$ cat config.mk
export PLATFORM = sky130hd
export DESIGN_NAME = byte_striping_aligner
export DESIGN_NICKNAME = d
export VERILOG_FILES = /design/src/rtl/striping_pkg.sv /design/src/rtl/byte_striping_aligner.sv
export SDC_FILE = /design/constraint.sdc
export NUM_CORES = 1
export LEC_CHECK = 0
export ABC_AREA = 1
export CORE_MARGIN = 5
export CORE_UTILIZATION = 52
export CTS_CLUSTER_SIZE = 8
export DETAILED_ROUTE_END_ITERATION = 16
export PLACE_DENSITY = 0.83
export SLEW_MARGIN = 30
export SYNTH_ARGS = -nofsm -noshare
export SYNTH_HDL_FRONTEND = slang
export SYNTH_SLANG_ARGS = --single-unit
$ cat constraint.sdc
create_clock -name clk_2f -period 2.2 [get_ports clk_2f]
set_input_delay 0.33 -clock clk_2f [delete_from_list [all_inputs] [get_ports clk_2f]]
set_output_delay 0.33 -clock clk_2f [all_outputs]
set_load 0.05 [all_outputs]
$ cat src/rtl/striping_pkg.sv
// Shared constants for the byte striping / un-striping pair.
// Lane count, word width, idle filler value and slot encoding.
package striping_pkg;

  localparam int              LANES     = 2;
  localparam int              DATA_W    = 32;
  localparam logic [DATA_W-1:0] IDLE_WORD = 32'h0000_0000;

  typedef enum logic {
    SLOT0 = 1'b0,
    SLOT1 = 1'b1
  } slot_e;

endpackage

$ cat src/rtl/byte_striping_aligner.sv
// Splits a word stream onto two lanes as aligned pairs; bursts always start on lane 0.
// Latency: pair visible two cycles after its lane-0 word; no backpressure, every valid word accepted.
module byte_striping_aligner
  import striping_pkg::*;
#(
  parameter int                DATA_W    = striping_pkg::DATA_W,
  parameter logic [DATA_W-1:0] IDLE_WORD = striping_pkg::IDLE_WORD
) (
  input  logic              clk_2f,
  input  logic              reset_L,
  input  logic [DATA_W-1:0] data_in,
  input  logic              valid_in,
  output logic [DATA_W-1:0] lane_0,
  output logic              valid_0,
  output logic [DATA_W-1:0] lane_1,
  output logic              valid_1,
  output logic              lane_strobe,
  output logic              odd_pad
);

  slot_e             slot_q, slot_nxt;
  logic [DATA_W-1:0] stage_data, stage_data_nxt;
  logic              stage_valid, stage_valid_nxt;
  logic [DATA_W-1:0] lane_0_nxt, lane_1_nxt;
  logic              valid_0_nxt, valid_1_nxt;
  logic              lane_strobe_nxt, odd_pad_nxt;

  always_ff @(posedge clk_2f or negedge reset_L) begin
    if (!reset_L) begin
      slot_q      <= SLOT0;
      stage_data  <= IDLE_WORD;
      stage_valid <= 1'b0;
      lane_0      <= IDLE_WORD;
      lane_1      <= IDLE_WORD;
      valid_0     <= 1'b0;
      valid_1     <= 1'b0;
      lane_strobe <= 1'b0;
      odd_pad     <= 1'b0;
    end else begin
      slot_q      <= slot_nxt;
      stage_data  <= stage_data_nxt;
      stage_valid <= stage_valid_nxt;
      lane_0      <= lane_0_nxt;
      lane_1      <= lane_1_nxt;
      valid_0     <= valid_0_nxt;
      valid_1     <= valid_1_nxt;
      lane_strobe <= lane_strobe_nxt;
      odd_pad     <= odd_pad_nxt;
    end
  end

  always_comb begin
    slot_nxt        = slot_q;
    stage_data_nxt  = stage_data;
    stage_valid_nxt = stage_valid;
    lane_0_nxt      = lane_0;
    lane_1_nxt      = lane_1;
    valid_0_nxt     = valid_0;
    valid_1_nxt     = valid_1;
    lane_strobe_nxt = 1'b0;
    odd_pad_nxt     = 1'b0;
    unique case (slot_q)
      SLOT0: begin
        // Idle never advances the slot, so the next burst starts on lane 0.
        if (valid_in) begin
          stage_data_nxt  = data_in;
          stage_valid_nxt = 1'b1;
          slot_nxt        = SLOT1;
        end else begin
          lane_0_nxt  = IDLE_WORD;
          lane_1_nxt  = IDLE_WORD;
          valid_0_nxt = 1'b0;
          valid_1_nxt = 1'b0;
        end
      end
      SLOT1: begin
        slot_nxt        = SLOT0;
        lane_0_nxt      = stage_data;
        valid_0_nxt     = 1'b1;
        lane_1_nxt      = valid_in ? data_in : IDLE_WORD;
        valid_1_nxt     = valid_in;
        odd_pad_nxt     = ~valid_in;
        lane_strobe_nxt = 1'b1;
        stage_valid_nxt = 1'b0;
      end
    endcase
  end

endmodule

* Word level (Yosys, flattened, before mapping)
Cells that the tools add are included.
** Storage, ports and cells
- Input bits :: 35
- Register bits :: 101
- Word-level logic and storage cells :: 23
- Output and inout port bits :: 68
** Cells by class
- Reduce and logical (&&, ||, !) cells :: 1
- Equality and inequality tests :: 1
- Bitwise logic cells :: 2
- Mux-type cells :: 11
** Operator list (number)
- 32-bit one-hot mux with 2 select lines :: 2
- 32-bit 2-to-1 mux :: 2
- 1-bit one-hot mux with 2 select lines :: 3
- 1-bit 2-to-1 mux :: 4
- 2-bit inequality test, second input constant :: 1
- 1-bit NOT :: 2
- 2-bit AND reduction :: 1

* Logic depth before layout (Yosys ltp)
Gate-level depths: netlist (run 1).
- Depth after elaboration :: 2
- Gate-level depth with buffers :: 5
- Mapped depth without buffers :: 4

* Least setup slack after synthesis (run 1)
OpenSTA, ideal clock, no wires.
- Kind :: flip-flop to flip-flop
- Start :: reg slot_q
- End :: reg lane_1[23]
- Slack :: 1.215 ns
- Clock period less this slack :: 0.985 ns
- Cell stages (with the launch flop) :: 6
- Buffers on the path :: 2
- Library setup time :: 0.066 ns
- Arrival time :: 0.919 ns
- Data required time :: 2.134 ns
- Cell sequence :: dfrtp_1 -> inv_2 -> buf_4 -> buf_4 -> nand3_1 -> nand2_1
** Between the ends
- Word-level cells in the longest chain between the ends :: 2
- Elaborated cells on any way between the ends :: 3
- Classes of those cells :: eq/ne: 1; mux: 1; bitwise: 1
** RTL lines
- start, declared :: line byte_striping_aligner.sv:21 : slot_e slot_q, slot_nxt;
- start signal, assigned :: line byte_striping_aligner.sv:40 : slot_q <= slot_nxt;
- 1-bit NOT (no line)
- 32-bit one-hot mux with 2 select lines / 2-bit inequality test (equally long branches)
- end signal, assigned :: line byte_striping_aligner.sv:44 : lane_1 <= lane_1_nxt;
- end, declared :: line byte_striping_aligner.sv:15 : output logic [DATA_W-1:0] lane_1,
Several ways; a longest one is shown, not always the timed one.
A chain may end at the register's enable or synchronous reset.

* Worst setup path after layout (run 1)
- Start :: reg lane_1[15]
- End :: out lane_1[15]
No word-level cell between the ends.

==> reports/metrics.cfg, run 1 <==
[run_status]
status = complete, no violations

[floorplanning]
rows = 32
die-area_sq_um = 9570
die_x_microns = 97.8
start_util_pct = 52.7
ioPinCount = 103
coreArea_sq_um = 7610
dieHeight_microns = 97.8

[clock_tree]
h-tree-depth = 3
insertion_delay_ns = 0.35
clk_pin_slew_worst_paths_ns = 0.09
clock_path_buffers = 2
cts_tree = yes
cts_setup_buffers = 0
root_buffer = clkbuf_8
numCtsBuffers = 9
cts.sinks = 101

[setup_path]
critPathKind = flop to output port
cp-start-kind = flop
required_ns = 1.87
cp_cell_sequence = clkdlybuf4s50_1
crit_family = buffers and inverters
max_stage_delay_ns = 0.83
critical_path.slowest_cell = clkdlybuf4s50_1
worstPathArrival_ns = 1.56
cp-end-kind = output port
path_buf_inv = 1
crit_fanout = 2

[synth]
ys_seq_area_share_pct = 63.0
synthCells = 431
syn_area_sq_um = 4010
synth_area_per_cell_sq_um = 9.31
yosys.area.top_type_share_pct = 63.0
yosys_warnings = 0
ys_types = 13
ys_seq_elements = 101
postSynthNetCount = 466
synth_area_leaders = dfrtp_1 (63%), nand3_1 (16%), nand2_1 (15%)
yosysTopAreaCell = dfrtp_1

[global_routing]
grt_pass1_vias = 3171
grt-ovfl-total = 0
grt.total_usage_pct = 19.8
grt_max_degree = 68
grt_pass1_wl_microns = 15500
antenna_found_initial = 0

[place]
place.port_buffers = 102
gp_congestion = 0.733
dpl.hpwl_microns = 5890

[sta]
min_period_over_period_pct = 85.9
setup_viol = 0
rsz0062_at_grt = no
clock_skew_ns = 0.0104
hold_viol = 0
slew_violations = 0
maxSlewHeadroom_pct = 54.3
period_needed_ns = 1.89
fin_setup_tns_ns = 0
worst_pin_slew_ns = 0.684
fmax_mhz = 529

[drt]
vias = 3256
avgRoutedWirePerCell_microns = 14.7
drt-total-wl_microns = 9200
dr.pass1.iters = 5
drc = 0
viasPerCell = 5.21
detail-route-antenna-nets = 0
first_iter_violations = 125

[flow_run]
max_cap_violations = 0

[final_layout]
nFillCells = 599
n_antenna_cell = 0
fin_nets = 553
drive_gt1_share_pct = 5.16
syn_to_final_growth_pct = 31.3
multi_input_comb_area_sq_um = 1270
fin_util_pct = 69.3
regArea_sq_um = 2530

[power]
p_leak_nw = 2.67
power_density_nw_per_um2 = 854
ir_worst_vdd_v = 0.000390

[hold_path]
hold_class = primary input to flop

cell usage in the layout, fill, tap and decap left out:
cell type,Yosys,routed
nand2_1,162,162
nand3_1,128,128
clkdlybuf4s50_1,0,100
dfrtp_1,101,100
clkbuf_8,0,10
buf_4,13,9
bufinv_16,0,3
clkbuf_1,1,2
inv_2,1,1
nand2_2,1,1
inv_1,1,1
nor2_1,1,1
o21a_1,1,1
clkinv_2,0,1
dlygate4sd3_1,0,1
buf_12,0,1
dfrtp_2,0,1
cell usage after synthesis (all sizes together):
master  number
buf         34
clkbuf       1
dfrtp      101
inv          2
nand2      163
nand3      128
nor2         1
o21a         1
metal layers:
layer | vias up | track usage, % | part of all wire (%)
met5 | - | 0 | 0
met2 | 85 | 31.4 | 49
li1 | 1578 | - | -
met3 | 11 | 5.43 | 5.8
met1 | 1582 | 26.1 | 44
met4 | 0 | 7.88 | 1.5
worst paths after layout:
| check | slack [ns] | startpoint | cells past startpoint | endpoint |
|---|---|---|---|---|
| min reg2reg | 0.48 | stage_data[13]$_DFFE_PN0P_ | 2 | stage_data[13]$_DFFE_PN0P_ |
| max | 0.31 | lane_1[15]$_DFFE_PN0P_ | 1 | lane_1[15] |
| min in group asynchronous | 0.42 | reset_L | 2 | stage_data[23]$_DFFE_PN0P_ |
| min | 0.36 | valid_in | 3 | lane_0[7]$_DFFE_PN0P_ |
| max in group asynchronous | 1.05 | reset_L | 3 | lane_1[4]$_DFFE_PN0P_ |
| max reg2reg | 0.84 | slot_q$_DFF_PN0_ | 4 | lane_1[19]$_DFFE_PN0P_ |
cells by family after synthesis:
family                 after synthesis  share of synthesized area [%]
buffers and inverters               37                           5.46
AO/OA/AOI/OAI                        1                          0.187
AND/OR/NAND/NOR                    292                           31.4
flip-flops                         101                           63.0
final cells by class:
class / instances / area share [%]
well taps: 102 / 2.42
flip-flops and latches: 101 / 48.0
clock inverters: 4 / 1.80
multi-input cells: 293 / 24.0
repair buffers: 111 / 20.9
inverters: 2 / 0.142
clock buffers: 12 / 2.75
power by group:
group          leakage [nW]  internal, mW  switching, mW
combinational          1.24         0.321          0.664
sequential             1.31          2.03         0.0966
clock                 0.121         0.787          0.598
stage by stage:
step	hold slack, ns	instances	area, sq um	setup slack, ns	power, mW
final	0.363	625	5270	0.310	4.50
after global routing	0.343	625	5270	0.245	4.71
after CTS	0.338	625	5270	0.287	4.54
after detailed placement	0.267	608	5020	0.698	3.16
after global placement	0.267	608	5020	0.695	3.14
after floorplan	0.0344	431	4010	1.21	2.78
state kept, by name, indices dropped and copies added, names as in the netlist:
| name | cells |
|---|---|
| lane_1 | 32 |
| lane_strobe | 1 |
| stage_data | 32 |
| slot_q | 1 |
| odd_pad | 1 |
| lane_0 | 32 |
| valid_0 | 1 |
| valid_1 | 1 |
what timing repair did:
action,CTS,global route
endpoints found under the hold margin,24,0
resized for setup,0,0
hold buffers,1,0
Power figures use the tool's default switching activity.
==> run 2: changes to the inputs <==
ABC_CLOCK_PERIOD_IN_PS = 2200   (was default)
==> results of run 2 <==
The final DEF is identical to that of run 1; final timing and power are the same.
==> run 3: changes to the inputs <==
ABC_CLOCK_PERIOD_IN_PS = 1700   (was 2200)
CORE_UTILIZATION = 44   (was 52)
PLACE_DENSITY = 0.75   (was 0.83)
clock period = 1.7 ns   (was 2.2 ns; I/O delays follow)
==> reports/metrics.cfg, run 3 (synthesized netlist as in run 1, its figures left out) <==
[power]
p_leak_nw = 2.77  ; +3.8%
ir_worst_vdd_v = 0.000535  ; +37%
p_total_mw = 5.42  ; +20%
power_density_nw_per_um2 = 1070  ; +25%

[clock_tree]
root_buffer = clkbuf_8
cts.sinks = 101  ; unchanged
clock_path_buffers = 2  ; unchanged
cts_tree = yes
clk_pin_slew_worst_paths_ns = 0.10  ; about the same
insertion_delay_ns = 0.35  ; about the same
h-tree-depth = 3  ; unchanged
cts_setup_buffers = 0  ; unchanged
numCtsBuffers = 9  ; unchanged
cts_hold_buf = 1  ; unchanged
cts_resized = 0  ; unchanged

[setup_path]
crit_fanout = 62  ; +60
cp-end-kind = flop
worstPathArrival_ns = 1.62  ; +0.06 ns
worstReg2RegStart = slot_q$_DFF_PN0_
critPathKind = flop to flop
reg2reg_slack_ns = 0.37  ; -0.47 ns
required_ns = 1.99  ; +0.12 ns
reg2reg_to = stage_data[2]$_DFFE_PN0P_
worstRegToRegCells = 4  ; unchanged
cp-start-kind = flop

[hold_path]
worstHoldPathCells = 3  ; unchanged
hold_path_startpoint = valid_in
hold_path_end = slot_q$_DFF_PN0_
hold_class = primary input to flop

[sta]
slew_violations = 0  ; unchanged
worst_pin_slew_ns = 0.584  ; -0.0991 ns
min_period_over_period_pct = 78.2
fin_ws_ns = 0.371  ; +0.0612 ns
period_needed_ns = 1.33
fmax_mhz = 753
hold_viol = 0  ; unchanged
fin_setup_tns_ns = 0  ; unchanged
rsz0062_at_grt = no
clock_skew_ns = 0.00730  ; -0.00307 ns
setup_viol = 0  ; unchanged
maxSlewHeadroom_pct = 61.0  ; +6.8 points

[final_layout]
n_antenna_cell = 0  ; unchanged
fin_nets = 554  ; +0.18%
mostFrequentLayoutCells = nand2_1 (162), nand3_1 (128), dfrtp_1 (100)
drive_gt1_share_pct = 18.7  ; +14 points
largestRegisters = lane_0 (32), lane_1 (32), stage_data (32)
final_cells = 632  ; +1.1%
syn_to_final_growth_pct = 26.7
final_common_cell = nand2_1
nFillCells = 754  ; +26%

[floorplanning]
coreArea_sq_um = 8810  ; +16%
start_util_pct = 45.6  ; -7.2 points
dieHeight_microns = 105  ; +7.8%
die-area_sq_um = 11100  ; +16%
ioPinCount = 103  ; unchanged
die_x_microns = 105  ; +7.8%
rows = 34  ; +6.3%

[global_routing]
grt-ovfl-total = 0  ; unchanged
grt.total_usage_pct = 17.0  ; -2.8 points
grt_pass1_vias = 3112  ; -1.9%
antenna_found_initial = 0  ; unchanged
grt_pass1_wl_microns = 15500  ; -0.18%
grt_max_degree = 93  ; +37%

[drt]
avgRoutedWirePerCell_microns = 14.5  ; -1.3%
detail-route-antenna-nets = 0  ; unchanged
drt-total-wl_microns = 9180  ; -0.21%
first_iter_violations = 165  ; +32%
vias = 3214  ; -1.3%
drc = 0  ; unchanged
viasPerCell = 5.09  ; -2.4%
dr.pass1.iters = 5  ; unchanged

[place]
place.port_buffers = 102  ; unchanged
gp_congestion = 0.802  ; +9.4%
dpl.hpwl_microns = 6030  ; +2.3%
place_inst = 615  ; +1.2%
pre_cts_slack_ns = 0.375  ; -0.323 ns

[flow_run]
max_cap_violations = 0  ; unchanged

[run_status]
status = complete, no violations

-- run 3: cell count changes in the layout (fill, tap and decap cells not counted), moves of 2 or more --
cell,delta
buf_12,+2
buf_4,+67
bufinv_16,-3
clkbuf_1,-2
clkdlybuf4s50_1,-68
clkinvlp_4,+2
-- run 3: cell type report --
| class | count | area [sq um] | share of cell area (%) |
|---|---|---|---|
| sequential | 101 | 2530 | 49.7 |
| multi-input combinational | 293 | 1270 | 24.9 |
| timing repair buffer | 112 | 961 | 18.9 |
| clock buffer | 11 | 151 | 2.98 |
| tap | 108 | 135 | 2.66 |
| clock inverter | 5 | 33.8 | 0.665 |
| inverter | 2 | 7.51 | 0.148 |
-- run 3: worst max-delay path, stage by stage (launching register included) --
cell and delay (ns):
dfrtp_2 0.43, inv_2 0.07, buf_4 0.48, nand3_1 0.16
nand2_1 0.10
-- run 3: worst max-delay path by stage --
| stage | startpoint | end | slack, ns | depth (start not counted) |
|---|---|---|---|---|
| 2_1_floorplan | slot_q$_DFF_PN0_ | lane_1[23]$_DFFE_PN0P_ | 0.71 | 5 |
| 5_1_grt | slot_q$_DFF_PN0_ | lane_1[25]$_DFFE_PN0P_ | 0.26 | 4 |
| 3_5_place_dp | slot_q$_DFF_PN0_ | lane_1[25]$_DFFE_PN0P_ | 0.37 | 4 |
| 3_3_place_gp | slot_q$_DFF_PN0_ | stage_data[27]$_DFFE_PN0P_ | 0.44 | 4 |
| 4_1_cts | slot_q$_DFF_PN0_ | lane_1[25]$_DFFE_PN0P_ | 0.35 | 4 |
| 6_report | slot_q$_DFF_PN0_ | stage_data[2]$_DFFE_PN0P_ | 0.37 | 4 |
-- run 3: routing by layer --
| metal | GRT usage (%) | share of wire, % | vias up | wire length (microns) |
|---|---|---|---|---|
| met5 | 0 | 0 | - | 0 |
| met4 | 7.59 | 2.5 | 0 | 233 |
| met3 | 4.46 | 6.1 | 17 | 562 |
| met2 | 27.6 | 50 | 98 | 4560 |
| met1 | 21.4 | 42 | 1521 | 3830 |
| li1 | - | - | 1578 | - |
-- run 3: through the flow --
stage | utilization [%] | cell area [sq um] | hold WS (ns)
after floorplan | - | 4010 | -0.0406
after global placement | 55.5 | 4890 | 0.191
after detailed placement | 55.5 | 4890 | 0.202
after CTS | 57.7 | 5080 | 0.270
after global routing | 57.7 | 5080 | 0.301
final | 57.7 | 5080 | 0.291
-- run 3: where the power goes --
part | internal [mW] | switching (mW) | total (mW) | leakage (nW)
clock network | 0.613 | 0.804 | 1.42 | 0.0917
logic | 0.376 | 0.855 | 1.23 | 1.37
registers | 2.63 | 0.136 | 2.77 | 1.31
